**config.mk**
```make
export PLATFORM = sky130hd
export DESIGN_NAME = ffa_cmd_issuer
export DESIGN_NICKNAME = d
export VERILOG_FILES = /design/src/rtl/ffa_pkg.sv /design/src/rtl/ffa_wait_timer.sv /design/src/rtl/ffa_cmd_issuer.sv
export SDC_FILE = /design/constraint.sdc
export NUM_CORES = 1
export LEC_CHECK = 0
export BUFFER_PORTS_ARGS = -buffer_cell sky130_fd_sc_hd__buf_4
export CAP_MARGIN = 20
export CORE_ASPECT_RATIO = 0.7
export CORE_UTILIZATION = 50
export DETAILED_ROUTE_END_ITERATION = 7
export HOLD_SLACK_MARGIN = 0.1
export PLACE_DENSITY = 0.87
export SLEW_MARGIN = 20
export SYNTH_ARGS = -nofsm -noshare
export SYNTH_HDL_FRONTEND = slang
export SYNTH_SLANG_ARGS = --single-unit
```
**constraint.sdc**
```tcl
create_clock -name clock -period 2.6 [get_ports clock]
set_input_delay 0.13 -clock clock [delete_from_list [all_inputs] [get_ports clock]]
set_output_delay 0.13 -clock clock [all_outputs]
set_load 0.01 [all_outputs]
```
**src/rtl/ffa_pkg.sv**
```systemverilog
// rtl/ffa_pkg.sv - shared op codes, error codes and issuer state for the GF(2^8) command issuer
package ffa_pkg;

    localparam logic [2:0] OP_ADD = 3'd0;
    localparam logic [2:0] OP_SUB = 3'd1;
    localparam logic [2:0] OP_MUL = 3'd2;
    localparam logic [2:0] OP_DIV = 3'd3;
    localparam logic [2:0] OP_INV = 3'd4;

    localparam logic [1:0] ERR_OK      = 2'b00;
    localparam logic [1:0] ERR_DIV0    = 2'b01;
    localparam logic [1:0] ERR_TIMEOUT = 2'b10;
    localparam logic [1:0] ERR_ILLEGAL = 2'b11;

    localparam logic [8:0] IRR_POLY = 9'h11B;

    typedef enum logic [2:0] {
        ST_IDLE,
        ST_SETTLE,
        ST_INV_WAIT,
        ST_DRAIN,
        ST_RESP
    } issuer_state_t;

endpackage

```
**src/rtl/ffa_wait_timer.sv**
```systemverilog
// rtl/ffa_wait_timer.sv - loadable down-counter shared by the inverse timeout and the drain delay
module ffa_wait_timer #(
    parameter int W = 6
) (
    input  logic         clock,
    input  logic         reset,
    input  logic         load,
    input  logic [W-1:0] load_value,
    input  logic         enable,
    output logic         expired
);

    logic [W-1:0] count;

    always_ff @(posedge clock or negedge reset) begin
        if (!reset) begin
            count <= '0;
        end else if (load) begin
            count <= load_value;
        end else if (enable && count != '0) begin
            count <= count - 1'b1;
        end
    end

    assign expired = (count == '0);

endmodule

```
**src/rtl/ffa_cmd_issuer.sv**
```systemverilog
// rtl/ffa_cmd_issuer.sv - sequences tagged commands into the GF(2^8) unit and returns one response each
module ffa_cmd_issuer
    import ffa_pkg::*;
#(
    parameter int TAG_W          = 4,
    parameter int TIMEOUT_CYCLES = 32,
    parameter int DRAIN_CYCLES   = 2
) (
    input  logic             clock,
    input  logic             reset,
    input  logic             cmd_valid,
    output logic             cmd_ready,
    input  logic [2:0]       cmd_op,
    input  logic [7:0]       cmd_a,
    input  logic [7:0]       cmd_b,
    input  logic [TAG_W-1:0] cmd_tag,
    output logic             rsp_valid,
    input  logic             rsp_ready,
    output logic [7:0]       rsp_data,
    output logic [TAG_W-1:0] rsp_tag,
    output logic [1:0]       rsp_err,
    output logic [7:0]       ffa_operA,
    output logic [7:0]       ffa_operB,
    output logic [2:0]       ffa_op_sel,
    input  logic             ffa_busy,
    input  logic [7:0]       ffa_result,
    output logic [7:0]       err_count
);

    localparam int MAX_CNT = (TIMEOUT_CYCLES > DRAIN_CYCLES) ? TIMEOUT_CYCLES : DRAIN_CYCLES;
    localparam int CNT_W   = $clog2(MAX_CNT + 1);

    issuer_state_t    state, state_n;
    logic [7:0]       opa_n, opb_n, data_n, errc_n;
    logic [2:0]       sel_n;
    logic [1:0]       err_n;
    logic [TAG_W-1:0] tag_n;
    logic             inv_first, first_n;
    logic             tmr_load, tmr_en, tmr_expired;
    logic [CNT_W-1:0] tmr_value;

    ffa_wait_timer #(.W(CNT_W)) u_timer (
        .clock      (clock),
        .reset      (reset),
        .load       (tmr_load),
        .load_value (tmr_value),
        .enable     (tmr_en),
        .expired    (tmr_expired)
    );

    // ready must read low while reset is held even though state already reads IDLE
    assign cmd_ready = reset && (state == ST_IDLE);
    assign rsp_valid = (state == ST_RESP);

    always_ff @(posedge clock or negedge reset) begin
        if (!reset) begin
            state      <= ST_IDLE;
            ffa_operA  <= '0;
            ffa_operB  <= '0;
            ffa_op_sel <= '0;
            rsp_data   <= '0;
            rsp_err    <= ERR_OK;
            rsp_tag    <= '0;
            err_count  <= '0;
            inv_first  <= 1'b0;
        end else begin
            state      <= state_n;
            ffa_operA  <= opa_n;
            ffa_operB  <= opb_n;
            ffa_op_sel <= sel_n;
            rsp_data   <= data_n;
            rsp_err    <= err_n;
            rsp_tag    <= tag_n;
            err_count  <= errc_n;
            inv_first  <= first_n;
        end
    end

    always_comb begin
        state_n   = state;
        opa_n     = ffa_operA;
        opb_n     = ffa_operB;
        sel_n     = ffa_op_sel;
        data_n    = rsp_data;
        err_n     = rsp_err;
        tag_n     = rsp_tag;
        errc_n    = err_count;
        first_n   = 1'b0;
        tmr_load  = 1'b0;
        tmr_en    = 1'b0;
        tmr_value = '0;
        case (state)
            ST_IDLE: begin
                if (cmd_valid) begin
                    tag_n = cmd_tag;
                    case (cmd_op)
                        OP_ADD, OP_SUB, OP_MUL, OP_DIV: begin
                            if (cmd_op == OP_DIV && cmd_b == 8'd0) begin
                                data_n  = 8'd0;
                                err_n   = ERR_DIV0;
                                state_n = ST_RESP;
                            end else begin
                                opa_n   = cmd_a;
                                opb_n   = cmd_b;
                                sel_n   = cmd_op;
                                state_n = ST_SETTLE;
                            end
                        end
                        OP_INV: begin
                            // 0 and 1 are their own inverses; skip the slow engine
                            if (cmd_a <= 8'd1) begin
                                data_n  = cmd_a;
                                err_n   = ERR_OK;
                                state_n = ST_RESP;
                            end else begin
                                opa_n     = cmd_a;
                                opb_n     = 8'd0;
                                sel_n     = OP_INV;
                                first_n   = 1'b1;
                                tmr_load  = 1'b1;
                                tmr_value = CNT_W'(TIMEOUT_CYCLES - 1);
                                state_n   = ST_INV_WAIT;
                            end
                        end
                        default: begin
                            data_n  = 8'd0;
                            err_n   = ERR_ILLEGAL;
                            state_n = ST_RESP;
                        end
                    endcase
                end
            end
            ST_SETTLE: begin
                data_n  = ffa_result;
                err_n   = ERR_OK;
                opa_n   = 8'd0;
                opb_n   = 8'd0;
                sel_n   = OP_ADD;
                state_n = ST_RESP;
            end
            ST_INV_WAIT: begin
                tmr_en = 1'b1;
                // busy may not have risen yet on the first cycle, so completion is ignored there
                if ((!inv_first && !ffa_busy) || tmr_expired) begin
                    data_n    = (!inv_first && !ffa_busy) ? ffa_result : 8'd0;
                    err_n     = (!inv_first && !ffa_busy) ? ERR_OK : ERR_TIMEOUT;
                    opa_n     = 8'd0;
                    sel_n     = OP_ADD;
                    tmr_load  = 1'b1;
                    tmr_value = CNT_W'(DRAIN_CYCLES - 1);
                    state_n   = ST_DRAIN;
                end
            end
            ST_DRAIN: begin
                tmr_en = 1'b1;
                if (tmr_expired) begin
                    state_n = ST_RESP;
                end
            end
            ST_RESP: begin
                if (rsp_ready) begin
                    state_n = ST_IDLE;
                    if (rsp_err != ERR_OK && err_count != 8'hFF) begin
                        errc_n = err_count + 8'd1;
                    end
                end
            end
            default: state_n = ST_IDLE;
        endcase
    end

endmodule

```
==> results of run 1 <==
power groups by stage:
stage	clock network [mW]	logic [mW]	registers, mW
final	0.463	1.52	1.39
after CTS	0.466	1.50	1.37
after floorplan	0	0.814	1.39
after global placement	0	1.42	1.37
after global routing	0.507	1.64	1.42
after detailed placement	0	1.46	1.38
flip-flops by register name (all words and copies together) (netlist names), 2 cells and up:
signal	flops
err_count	8
ffa_operA	8
state	3
ffa_operB	8
u_timer.count	6
rsp_data	8
ffa_op_sel	3
rsp_tag	4
rsp_err	2
how the worst max path moves through the flow:
stage	start	endpoint	slack, ns	cells after the start
after floorplan	u_timer.count[0]	u_timer.count[5]	0.80	7
after global placement	state[0]	ffa_operA[5]	0.56	4
after detailed placement	state[0]	ffa_op_sel[1]	0.47	4
after CTS	cmd_op[0]	ffa_operA[3]	0.34	7
after global routing	cmd_op[0]	ffa_operA[0]	0.17	7
final	cmd_op[0]	ffa_operA[0]	0.22	7
Yosys cell counts (all sizes together), types with 2 or more instances:
library cell | n | area share [%]
buf | 6 | 1.7
o21ai | 7 | 1.6
nand4 | 2 | 0.52
nor2b | 3 | 0.78
nor2 | 15 | 2.3
o211a | 2 | 0.83
a311oi | 2 | 0.73
a21oi | 7 | 1.8
inv | 5 | 0.78
o31ai | 3 | 0.94
a22o | 25 | 9.1
nand2 | 15 | 2.4
mux2 | 6 | 2.8
nor3b | 3 | 0.94
nor3 | 8 | 1.9
and2 | 4 | 1.0
xnor2 | 6 | 2.2
or2 | 2 | 0.63
nand3 | 7 | 1.5
and3 | 2 | 0.52
nor4 | 2 | 0.52
or3b | 2 | 0.73
xor2 | 3 | 1.1
a31oi | 2 | 0.52
dfrtp | 51 | 53
ha | 3 | 1.6
a32o | 2 | 0.83
o211ai | 3 | 1.4
cell families after synthesis:
group	synth area share (%)
adder cells (fa/ha/maj)	1.56
XOR/XNOR	3.28
buffers and inverters	2.60
AND/OR/NAND/NOR	15.7
AO/OA/AOI/OAI	20.9
flip-flops	53.1
multiplexers	2.81
per-stage QoR:
stage          setup WS, ns  hold WS, ns  std cells  area (sq um)  total power, mW
5_1_grt               0.175        0.179        373          3400             3.57
2_1_floorplan         0.796       -0.166        210          2400             2.20
6_report              0.223        0.176        373          3400             3.37
3_5_place_dp          0.470        0.200        336          3010             2.84
3_3_place_gp          0.558        0.194        336          3010             2.79
4_1_cts               0.337        0.167        373          3400             3.34
worst max-delay path: stages:
cell           delay [ns]
dlygate4sd3_1        0.54
buf_4                0.16
or3b_1               0.44
a21oi_2              0.25
or2_4                0.22
nor2b_1              0.61
a22o_1               0.27
what timing repair did:
action	CTS	global route
setup buffers	0	0
hold endpoints to repair	80	0
hold buffers	30	0
layer usage:
metal	GRT usage (%)	part of all wire, %	up-vias
met5	0	0	-
met4	13.6	3.3	0
met3	8.84	8.6	23
met2	41.3	45	111
met1	35.4	43	1008
li1	-	-	999
area by class of cell:
type / count / area [sq um]
flip-flops and latches: 51 / 1280
fillers: 291 / 1080
multi-input cells: 147 / 1060
repair buffers: 108 / 886
clock buffers: 6 / 82.6
well taps: 55 / 68.8
inverters: 5 / 18.8
clock inverters: 1 / 5.00
==> metrics.md, run 1 <==
| Metric | Value |
|---|---|
| CTS Buffer Depth | 2 |
| Post-route DRC violation count | 4 |
| Reg clk slew, reported paths | 0.10 ns |
| Switch share | 38.2% |
| Antenna violations before repair | 0 |
| Hold Path Depth | 3 |
| Detail Route Antenna Nets | 0 |
| Combinational power share | 45.1% |
| Lkg Pwr | 1.66 nW |
| Final Routed Wirelength | 6600 microns |
| Ys flop type | dfrtp_1 |
| Violations in the final reports | DRC |
| Worst-Skew Late Latency | 0.31 ns |
| PostCTS Resize Cnt | 0 |
| Fraction of layout cells with a size suffix above 1 | 31.8% |
| Worst hold path endpoint | rsp_data[0] |
| CTS root buf | clkbuf_8 |
| Via count | 2141 |
| 1st-iter DRT viols | 243 |
| Commonest non-fill, non-tap cell in the layout | buf_4 |
| Rel. slew slack | 51.0% |
| Crit path max fanout | 10 |
| Final period util | 91.4% |
| GRT Resource Usage Total | 27.1% |
| Final HPWL from detailed placement | 4360 microns |
| Final max-slew violation count | 0 |
| Post-Syn Nets | 249 |
| EDFF count, synth | 0 |
| TritonCTS clock tree | done |
| Type of origin of the critical path | primary input |
| Async SR Flop Fraction | 100% |
| Psw | 1.29 mW |
| Largest net degree at the start of global routing | 53 |
| I/O pins | 79 |
| Max cap viols | 0 |
| Fmax | 421 MHz |
| Die area | 5090 sq um |
| Final hold viol count | 0 |
| Global-route wire length before repair | 10200 microns |
| Cells after Synth | 210 |
| Min-delay src | ffa_result[0] |
| Synth warnings | 0 |
| Setup TNS | 0 ns |
| Final Util | 75.9% |
| CTS Sinks | 51 |
| Worst-Margin Slew | 0.734 ns |
| Commonest cells after routing, fill and taps aside | 78 x buf_4, 51 x dfrtp_1, 30 x dlygate4sd3_1, 25 x a22o_1, 15 x nor2_1 |
| Hold Path Class | primary input to flop |
| Mapped Area | 2400 sq um |
| Row count | 20 |
| GPL Wtd Cong | 0.913 |
| Distinct cells, synth | 51 |
| Vias in the first global route | 2116 |
| Power per cell area | 992 nW/um^2 |
| # port buffers | 78 |
| Run status | finished, violations left |
| Clock network power share | 13.7% |
| Sequential share of power | 41.1% |
| # nets final | 357 |
| FF-to-FF Start | state[0] |
| Final Skew | 0.0130 ns |
| Inserted Clock Buffers | 5 |
| Critical path data required time | 2.85 ns |
| Crit Path Category | primary input to flop |
| P&R area growth vs syn | 41.6% |
| Vias/cell | 5.74 |
| Worst Setup End Kind | flop |
| Core Region | 4480 sq um |
| FF-to-FF setup slack | 0.35 ns |
| Post-synthesis sequential area ratio | 53.1% |
| FF-to-FF End | ffa_operA[0] |
| Min cycle time layout | 2.38 ns |
| Final setup vio count | 0 |
| Arr. time, crit path | 2.62 ns |
| Starting density of the core | 53.6% |
| TritonRoute pass-1 iters | 6 |
| P_int | 2.08 mW |
| H-tree depth | 2 |
| Chip height | 60.0 microns |
| Peak VDD IR | 0.555 mV |
| Overflow after GRT | 0 |
| Avg WL per Cell | 17.7 microns |
| Chip width | 84.8 microns |
| RSZ-0062 raised after global routing | false |
| Post-synthesis register bit count | 51 |
| N_diodes | 0 |
| FF-to-FF path depth | 4 |
| Synthesized area per cell | 11.4 sq um |
(Power assumes the default switching activity.)
==> inputs of run 2 (changes only) <==
--- a/config.mk
+++ b/config.mk
@@ -11,7 +11,7 @@
 export CORE_UTILIZATION = 50
 export DETAILED_ROUTE_END_ITERATION = 7
 export HOLD_SLACK_MARGIN = 0.1
-export PLACE_DENSITY = 0.87
+export PLACE_DENSITY = 0.82
 export SLEW_MARGIN = 20
 export SYNTH_ARGS = -nofsm -noshare
 export SYNTH_HDL_FRONTEND = slang
==> constraint.sdc (replaced) <==
create_clock -name clock -period 2.2 [get_ports clock]
set_input_delay 0.11 -clock clock [delete_from_list [all_inputs] [get_ports clock]]
set_output_delay 0.11 -clock clock [all_outputs]
set_load 0.01 [all_outputs]
==> metrics.md, run 2 (synthesis gave the netlist of run 1 again) <==
| Metric | Value |
|---|---|
| CP startpoint | cmd_b[4] |
| Starting density of the core | 53.6% (unchanged) |
| Pre-CTS WS | 0.159 ns (-0.312 ns) |
| Via count | 2113 (-1.3%) |
| Min cycle time layout | 2.07 ns |
| TritonRoute pass-1 iters | 8 (+2) |
| Hold Path Class | primary input to flop |
| I/O pins | 79 (unchanged) |
| Die area | 5090 sq um (unchanged) |
| Chip width | 84.8 microns (unchanged) |
| Type of origin of the critical path | primary input |
| Combinational power share | 45.2% (about the same) |
| Worst Setup End Kind | flop |
| Run status | finished, violations left |
| CTS root buf | clkbuf_8 |
| Commonest non-fill, non-tap cell in the layout | buf_4 |
| Fraction of layout cells with a size suffix above 1 | 33.4% (+1.7 points) |
| Psw | 1.47 mW (+14%) |
| DP Area | 3040 sq um (+1.0%) |
| Chip height | 60.0 microns (unchanged) |
| Violations in the final reports | DRC |
| Fmax | 484 MHz |
| CTS Sinks | 51 (unchanged) |
| Overflow after GRT | 0 (unchanged) |
| N_diodes | 0 (unchanged) |
| Antenna violations before repair | 0 (unchanged) |
| Clock network power share | 15.2% (+1.5 points) |
| Crit Path Category | primary input to flop |
| Worst-Margin Slew | 0.622 ns (-0.112 ns) |
| Global-route wire length before repair | 9830 microns (-3.7%) |
| Max cap viols | 0 (unchanged) |
| Worst setup margin | 0.135 ns (-0.0883 ns) |
| Final max-slew violation count | 0 (unchanged) |
| Core Region | 4480 sq um (unchanged) |
| Detail Route Antenna Nets | 0 (unchanged) |
| CTS Buffer Depth | 2 (unchanged) |
| Largest net degree at the start of global routing | 52 (-1.9%) |
| Final HPWL from detailed placement | 4260 microns (-2.3%) |
| Crit path max fanout | 10 (unchanged) |
| Vias in the first global route | 1974 (-6.7%) |
| Peak VDD IR | 0.674 mV (+22%) |
| Row count | 20 (unchanged) |
| Arr. time, crit path | 2.24 ns (-0.38 ns) |
| Fin area | 3470 sq um (+2.0%) |
| Final Util | 77.4% (+1.5 points) |
| Critical path data required time | 2.38 ns (-0.47 ns) |
| Lkg Pwr | 1.69 nW (+2.0%) |
| Final Skew | 0.00270 ns (-0.0103 ns) |
| Switch share | 36.3% (-2.0 points) |
| Avg WL per Cell | 16.3 microns (-8.0%) |
| Final hold viol count | 0 (unchanged) |
| Post-route DRC violation count | 5 (+1) |
| P_int | 2.58 mW (+24%) |
| Vias/cell | 5.59 (-2.6%) |
| Rel. slew slack | 58.5% (+7.6 points) |
| # nets final | 362 (+1.4%) |
| 1st-iter DRT viols | 184 (-24%) |
| RSZ-0062 raised after global routing | false |
| Final period util | 93.9% |
| GPL Wtd Cong | 0.967 (+5.9%) |
| Final Routed Wirelength | 6150 microns (-6.8%) |
| FF-to-FF Start | u_timer.count[0] |
| P&R area growth vs syn | 44.3% |
| Worst-Skew Late Latency | 0.29 ns (-0.02 ns) |
| GRT Resource Usage Total | 25.2% (-1.9 points) |
| Reg clk slew, reported paths | 0.08 ns (-0.02 ns) |
| Inserted Clock Buffers | 5 (unchanged) |
| H-tree depth | 2 (unchanged) |
| Min-delay src | ffa_result[0] |
| Setup TNS | 0 ns (unchanged) |
| Power per cell area | 1170 nW/um^2 (+18%) |
| Final setup vio count | 0 (unchanged) |
| TritonCTS clock tree | done |
| Commonest cells after routing, fill and taps aside | 83 x buf_4, 51 x dfrtp_1, 30 x dlygate4sd3_1, 25 x a22o_1, 15 x nor2_1 |
| Sequential share of power | 39.5% (-1.6 points) |
| # port buffers | 78 (unchanged) |
==> run 2: worst paths after layout <==
check	to	depth (start not counted)	slack (ns)
max	rsp_err[1]	8	0.13
min in group asynchronous	ffa_op_sel[2]	3	0.47
min	rsp_data[0]	3	0.17
min reg2reg	ffa_op_sel[2]	1	0.50
max reg2reg	u_timer.count[3]	7	0.19
max in group asynchronous	ffa_operB[6]	3	1.31
==> run 2: power by group through the flow <==
| stage | Clock (mW) | Combinational (mW) | Sequential (mW) |
|---|---|---|---|
| finish | 0.618 | 1.83 | 1.60 |
| global route | 0.669 | 2.00 | 1.66 |
| CTS | 0.630 | 1.81 | 1.59 |
| detailed placement | 0 | 1.76 | 1.60 |
| global placement | 0 | 1.71 | 1.60 |
| floorplan | 0 | 0.962 | 1.64 |
==> run 2: metal layers <==
metal	part of all wire [%]	wire, microns	track usage (%)
met4	0.46	28	4.60
met3	8.3	511	6.63
met1	47	2900	36.8
met2	44	2710	38.4
met5	0	0	0
==> run 2: layout make-up <==
class / instances / area [sq um]
clock inverters: 1 / 30.0
repair buffers: 113 / 923
fillers: 289 / 1010
clock buffers: 6 / 72.6
well taps: 55 / 68.8
flip-flops and latches: 51 / 1280
multi-input cells: 147 / 1080
inverters: 5 / 18.8
==> run 2: metrics by stage <==
step / hold slack, ns / std cells / power (mW)
global placement: 0.275 / 340 / 3.31
CTS: 0.155 / 377 / 4.03
finish: 0.165 / 378 / 4.05
floorplan: -0.186 / 210 / 2.60
global route: 0.195 / 378 / 4.33
detailed placement: 0.270 / 340 / 3.36
==> run 2: what timing repair did <==
action | 4_1_cts | 5_1_grt
endpoints found under the hold margin | 80 | 0
endpoints found under the setup margin | 0 | 16
hold buffers | 30 | 0
resized for setup | 0 | 3
setup buffers | 0 | 1
==> run 2: worst max-delay path, stage by stage <==
cell	delay, ns
dlygate4sd3_1	0.54
buf_4	0.14
nor4_2	0.34
a31oi_1	0.18
buf_4	0.18
o21ai_0	0.20
nand2_2	0.20
mux2_1	0.35
